### src/rtl/timekeeper_if.sv
// Control and time-display bundle between a timekeeper and its host.
// The host drives run and the adjust controls; the timekeeper drives time and strobes.
interface timekeeper_if;
    logic       run;
    logic [1:0] select;
    logic       increment;
    logic       decrement;
    logic [5:0] sec;
    logic [5:0] min;
    logic [4:0] hour;
    logic       sec_pulse;
    logic       min_pulse;
    logic       day_pulse;

    modport master (
        output run, select, increment, decrement,
        input  sec, min, hour, sec_pulse, min_pulse, day_pulse
    );

    modport slave (
        input  run, select, increment, decrement,
        output sec, min, hour, sec_pulse, min_pulse, day_pulse
    );
endinterface

### src/rtl/timekeeper.sv
// Hours/minutes/seconds clock driven by a clk prescaler.
// Supports manual per-field adjustment via edge-detected inc/dec inputs.
module timekeeper #(
    parameter int unsigned TICKS_PER_SEC = 32'd50000000
) (
    input logic         clk,
    input logic         reset,
    timekeeper_if.slave bus
);
    localparam logic [31:0] LAST = 32'(TICKS_PER_SEC - 1);

    logic [31:0] presc_q, presc_d;
    logic [5:0]  sec_q, sec_d;
    logic [5:0]  min_q, min_d;
    logic [4:0]  hour_q, hour_d;
    logic        sp_q, sp_d;
    logic        mp_q, mp_d;
    logic        dp_q, dp_d;
    logic        inc_prev_q, dec_prev_q;
    logic        inc_edge, dec_edge, adj;

    function automatic logic [5:0] wrap60(logic [5:0] v, logic up);
        if (up) return (v == 6'd59) ? 6'd0 : v + 6'd1;
        return (v == 6'd0) ? 6'd59 : v - 6'd1;
    endfunction

    function automatic logic [4:0] wrap24(logic [4:0] v, logic up);
        if (up) return (v == 5'd23) ? 5'd0 : v + 5'd1;
        return (v == 5'd0) ? 5'd23 : v - 5'd1;
    endfunction

    always_comb begin
        inc_edge = bus.increment & ~inc_prev_q;
        dec_edge = bus.decrement & ~dec_prev_q;
        // Simultaneous inc/dec edges cancel and leave counting untouched
        adj      = (bus.select != 2'b00) & (inc_edge ^ dec_edge);
        presc_d  = presc_q;
        sec_d    = sec_q;
        min_d    = min_q;
        hour_d   = hour_q;
        sp_d     = 1'b0;
        mp_d     = 1'b0;
        dp_d     = 1'b0;
        if (adj) begin
            presc_d = '0;
            case (bus.select)
                2'b01:   sec_d  = wrap60(sec_q, inc_edge);
                2'b10:   min_d  = wrap60(min_q, inc_edge);
                2'b11:   hour_d = wrap24(hour_q, inc_edge);
                default: ;
            endcase
        end else if (bus.run) begin
            if (presc_q == LAST) begin
                presc_d = '0;
                sp_d    = 1'b1;
                sec_d   = wrap60(sec_q, 1'b1);
                if (sec_q == 6'd59) begin
                    mp_d  = 1'b1;
                    min_d = wrap60(min_q, 1'b1);
                    if (min_q == 6'd59) begin
                        hour_d = wrap24(hour_q, 1'b1);
                        dp_d   = (hour_q == 5'd23);
                    end
                end
            end else begin
                presc_d = presc_q + 32'd1;
            end
        end
    end

    always_ff @(posedge clk or posedge reset) begin
        if (reset) begin
            presc_q    <= '0;
            sec_q      <= '0;
            min_q      <= '0;
            hour_q     <= '0;
            sp_q       <= 1'b0;
            mp_q       <= 1'b0;
            dp_q       <= 1'b0;
            inc_prev_q <= 1'b0;
            dec_prev_q <= 1'b0;
        end else begin
            presc_q    <= presc_d;
            sec_q      <= sec_d;
            min_q      <= min_d;
            hour_q     <= hour_d;
            sp_q       <= sp_d;
            mp_q       <= mp_d;
            dp_q       <= dp_d;
            inc_prev_q <= bus.increment;
            dec_prev_q <= bus.decrement;
        end
    end

    assign bus.sec       = sec_q;
    assign bus.min       = min_q;
    assign bus.hour      = hour_q;
    assign bus.sec_pulse = sp_q;
    assign bus.min_pulse = mp_q;
    assign bus.day_pulse = dp_q;
endmodule

### src/flat_wrapper.sv
// flat-port wrapper written by rule: the top's interface ports become plain ports
module timekeeper_flat 
#(
    parameter int unsigned TICKS_PER_SEC = 32'd50000000
)
  (clk, reset, bus_run, bus_select, bus_increment, bus_decrement, bus_sec, bus_min, bus_hour, bus_sec_pulse, bus_min_pulse, bus_day_pulse);
  timekeeper_if bus_i ();
  input logic clk;
  input logic reset;
  input wire logic [$bits(bus_i.run)-1:0] bus_run;
  input wire logic [$bits(bus_i.select)-1:0] bus_select;
  input wire logic [$bits(bus_i.increment)-1:0] bus_increment;
  input wire logic [$bits(bus_i.decrement)-1:0] bus_decrement;
  output wire logic [$bits(bus_i.sec)-1:0] bus_sec;
  output wire logic [$bits(bus_i.min)-1:0] bus_min;
  output wire logic [$bits(bus_i.hour)-1:0] bus_hour;
  output wire logic [$bits(bus_i.sec_pulse)-1:0] bus_sec_pulse;
  output wire logic [$bits(bus_i.min_pulse)-1:0] bus_min_pulse;
  output wire logic [$bits(bus_i.day_pulse)-1:0] bus_day_pulse;
  assign bus_i.run = bus_run;
  assign bus_i.select = bus_select;
  assign bus_i.increment = bus_increment;
  assign bus_i.decrement = bus_decrement;
  assign bus_sec = bus_i.sec;
  assign bus_min = bus_i.min;
  assign bus_hour = bus_i.hour;
  assign bus_sec_pulse = bus_i.sec_pulse;
  assign bus_min_pulse = bus_i.min_pulse;
  assign bus_day_pulse = bus_i.day_pulse;
  timekeeper #(.TICKS_PER_SEC(TICKS_PER_SEC)) u_core (.clk(clk), .reset(reset), .bus(bus_i));
endmodule
### config.mk
export PLATFORM = sky130hd
export DESIGN_NAME = timekeeper_flat
export DESIGN_NICKNAME = d
export VERILOG_FILES = /design/src/rtl/timekeeper_if.sv /design/src/rtl/timekeeper.sv /design/src/flat_wrapper.sv
export SDC_FILE = /design/constraint.sdc
export NUM_CORES = 1
export LEC_CHECK = 0
export ABC_CLOCK_PERIOD_IN_PS = 2900
export CAP_MARGIN = 20
export CORE_ASPECT_RATIO = 0.9
export CORE_UTILIZATION = 39
export DETAILED_ROUTE_END_ITERATION = 8
export DONT_BUFFER_PORTS = 1
export SETUP_SLACK_MARGIN = 0.2
export SLEW_MARGIN = 40
export SYNTH_ARGS = -nofsm -noshare
export SYNTH_HDL_FRONTEND = slang
export SYNTH_SLANG_ARGS = --single-unit
### constraint.sdc
create_clock -name clk -period 2.9 [get_ports clk]
set_clock_uncertainty 0.15 [all_clocks]
set_input_delay 0.29 -clock clk [delete_from_list [all_inputs] [get_ports clk]]
set_output_delay 0.29 -clock clk [all_outputs]
set_load 0.03 [all_outputs]
==> out/results.txt <==
First DRT Iteration DRCs: 119
row cnt: 31
Worst Setup End Kind: register
First-pass DRT Iterations: 6
Worst-path clk slew: 0.10 ns
Worst EP required: 2.99 ns
Remaining Overflow, GRT: 0
IO buf count: 0
Final Max Slew Viols: 0
EDFF count, synth: 0
Pint: 1377 µW
met1 Usage GRT: 26.40%
worst path arrival time: 2.62 ns
setup TNS: 0 ns
Top FF cell, synth: dfrtp_1
vias in the first global route: 2485
Num CTS Buffers: 5
max-capacitance violation count: 0
Clock Path Buffers: 2
sequential power share: 49.0%
later-pin clock latency in the skew report: 0.31 ns
sw power: 1106 µW
Clk pwr share: 16.7%
Core Region: 8068 µm²
RSZ-0062 raised after global routing: no
Worst slew margin: 50.66%
first-pass GRT wire length: 12.45 mm
DRC: 2
Fin. Hold Viols: 0
static leakage: 0.001462 µW
syn_area_per_cell: 8.470 µm²
total number of vias: 2813
Root Driver: clkbuf_8
ratio of cells with drive above 1 in the final layout: 10.15%
area delta synth->final: 10.03%
post-synth cell types: 53
wire per inst: 15.49 µm
Logic pwr share: 34.3%
Layout Utilization: 44.59%
fin crit period: 2.529 ns
Final setup viols: 0
Synth async-reset ratio: 100.0%
num ports: 27
Layout Nets: 410
Worst Path Max Fanout: 6
final HPWL from detailed placement: 5.236 mm
fillers: 822
H-tree depth: 2
DIE AREA: 8754 µm²
fmax: 395.5 MHz
Syn Nets: 402
Routed Antenna Nets: 0
failing checks: DRC
Global Route met2 Usage: 27.46%
CTS Sinks: 54
sequential element share of the synthesized area: 41.33%
Final GP Congestion: 0.7904
Die X-Extent: 98.51 µm
# Post-CTS Setup Buffers: 0
pwr/cell area: 690.1 nW/µm²
ANT cells: 0
Seq cells post-synth: 54
GRT Util Overall: 18.01%
Hold Crit Class: in2reg
sw frac: 44.54%
slew at the pin with the worst max-slew slack: 0.7401 ns
TritonCTS clock tree: yes
Cells after Synth: 386
Die Y: 88.86 µm
starting density of the core: 40.52%
crit path launch type: register
status: finished with violations
Post-Syn Area: 3269 µm²
Period Utilization, post-route: 87.19%
met3 Use GR: 2.370%
crit path kind: reg2reg
layer with the highest usage: met2
FF-to-FF setup slack: 0.37 ns
Post-Route WL: 7.637 mm
pin count of the biggest net entering global routing: 27
yosys warns: 0
Worst VDD drop: 262.5 µV
initial antenna violation count: 0
vias per cell: 5.706
per-layer routing:
metal  wire, µm  vias to the layer above  part of all wire [%]
met3        279                        5                   3.7
met1       3883                     1354                    51
li1           -                     1401                     -
met4         62                        0                  0.81
met5          0                        -                     0
met2       3411                       53                    45
layout make-up:
| type | instances | area, µm² | area share, % |
|---|---|---|---|
| Tap cell | 99 | 123.9 | 3.443 |
| Clock buffer | 5 | 68.82 | 1.913 |
| Inverter | 14 | 52.55 | 1.461 |
| Multi-Input combinational cell | 301 | 1846 | 51.30 |
| Sequential cell | 54 | 1354 | 37.63 |
| Timing Repair Buffer | 18 | 142.6 | 3.965 |
| Clock inverter | 2 | 10.01 | 0.2783 |
path summary, 6_finish.rpt:
check	startpoint	endpoint	cells after the start
worst max register to register	u_core.presc_q[5]$_DFFE_PP0P_	u_core.presc_q[25]$_DFFE_PP0P_	6
worst max-delay path	u_core.presc_q[5]$_DFFE_PP0P_	u_core.presc_q[25]$_DFFE_PP0P_	6
max in group asynchronous	reset	u_core.presc_q[10]$_DFFE_PP0P_	3
min in group asynchronous	reset	u_core.bus.day_pulse$_DFF_PP0_	2
worst min-delay path	bus_select[0]	u_core.bus.sec[5]$_DFFE_PP0P_	4
worst min register to register	u_core.presc_q[31]$_DFFE_PP0P_	u_core.presc_q[31]$_DFFE_PP0P_	2
cells in the mapped netlist (all sizes together), types with 2 or more instances:
cell / n / area share (%)
nor4: 10 / 1.9
a32o: 3 / 0.92
nor3: 14 / 2.1
nand2b: 3 / 0.57
and2: 3 / 0.57
xor2: 7 / 1.9
dfrtp: 54 / 41
a21oi: 36 / 5.5
nand3: 23 / 3.7
o31ai: 2 / 0.88
nor3b: 4 / 0.92
nor2b: 2 / 0.38
clkbuf: 15 / 1.7
a21o: 3 / 0.69
nor2: 44 / 5.1
a22o: 2 / 0.54
ha: 9 / 3.4
and4: 4 / 1.1
a21boi: 2 / 0.46
o21ai: 20 / 3.1
nand4: 10 / 1.9
a31oi: 5 / 0.96
a211oi: 2 / 0.46
xnor2: 18 / 4.8
and3: 8 / 1.6
nand2: 36 / 4.1
o211ai: 2 / 0.46
inv: 14 / 1.6
or3: 9 / 1.9
o22ai: 2 / 0.38
buf: 3 / 0.46
per-stage QoR:
step | power [µW] | std cells | worst slack (ns) | area [µm²] | hold slack [ns]
detailed placement | 2071 | 482 | 0.1882 | 3440 | 0.04929
CTS | 2491 | 492 | 0.2796 | 3555 | 0.1816
floorplan | 1838 | 386 | 0.3965 | 3269 | 0.1714
global route | 2666 | 493 | 0.1826 | 3597 | 0.1660
finish | 2482 | 493 | 0.3715 | 3597 | 0.1635
global placement | 2043 | 482 | 0.2575 | 3440 | 0.05095
power groups by stage:
stage	registers, µW	logic, µW	clock network [µW]
6_report	1220	852	415
5_1_grt	1250	961	452
4_1_cts	1210	849	428
3_5_place_dp	1230	841	0
3_3_place_gp	1220	821	0
2_1_floorplan	1230	605	0
worst max-delay path, stage by stage, from the launching register on:
cell	delay, ns
dfrtp_1	0.44
and3_1	0.27
nand3_2	0.15
or4_1	0.58
or3_4	0.38
or3_1	0.35
a21oi_1	0.13
what timing repair did:
item	in CTS	in global routing
resized for setup	1	7
endpoints found under the setup margin	4	11
endpoints found under the hold margin	20	0
hold buffers	3	0
pin swaps	0	1
cloned	0	1
flip-flops by register name, indices dropped and copies added (netlist names):
| register | count |
|---|---|
| u_core.inc_prev_q | 1 |
| u_core.bus.min_pulse | 1 |
| u_core.bus.sec_pulse | 1 |
| u_core.dec_prev_q | 1 |
| u_core.bus.min | 6 |
| u_core.bus.sec | 6 |
| u_core.bus.hour | 5 |
| u_core.bus.day_pulse | 1 |
| u_core.presc_q | 32 |
logic make-up (layout without fill, tap and decap cells):
group,after synthesis,in the layout,share of synthesized area (%)
multiplexers,2,2,0.6506
buffers and inverters,32,39,3.788
adder cells (fa/ha/maj),9,9,3.444
flip-flops,54,54,41.33
XOR/XNOR,25,25,6.697
AO/OA/AOI/OAI,85,86,15.88
AND/OR/NAND/NOR,179,179,28.21
cell usage in the layout (no fill, tap or decap), types with 4 or more instances in the layout:
master,Yosys,routed
a21oi_1,36,35
a31oi_1,5,5
and3_1,7,7
and4_1,4,4
buf_4,0,15
clkbuf_8,0,5
dfrtp_1,54,52
ha_1,9,9
inv_1,14,13
nand2_1,36,36
nand3_1,22,19
nand3_2,1,4
nand4_1,10,10
nor2_1,44,44
nor3_1,14,13
nor3b_1,4,4
nor4_1,10,9
o21ai_0,20,20
or3_1,7,7
xnor2_1,18,18
xor2_1,7,7
Power figures use the tool's default switching activity.
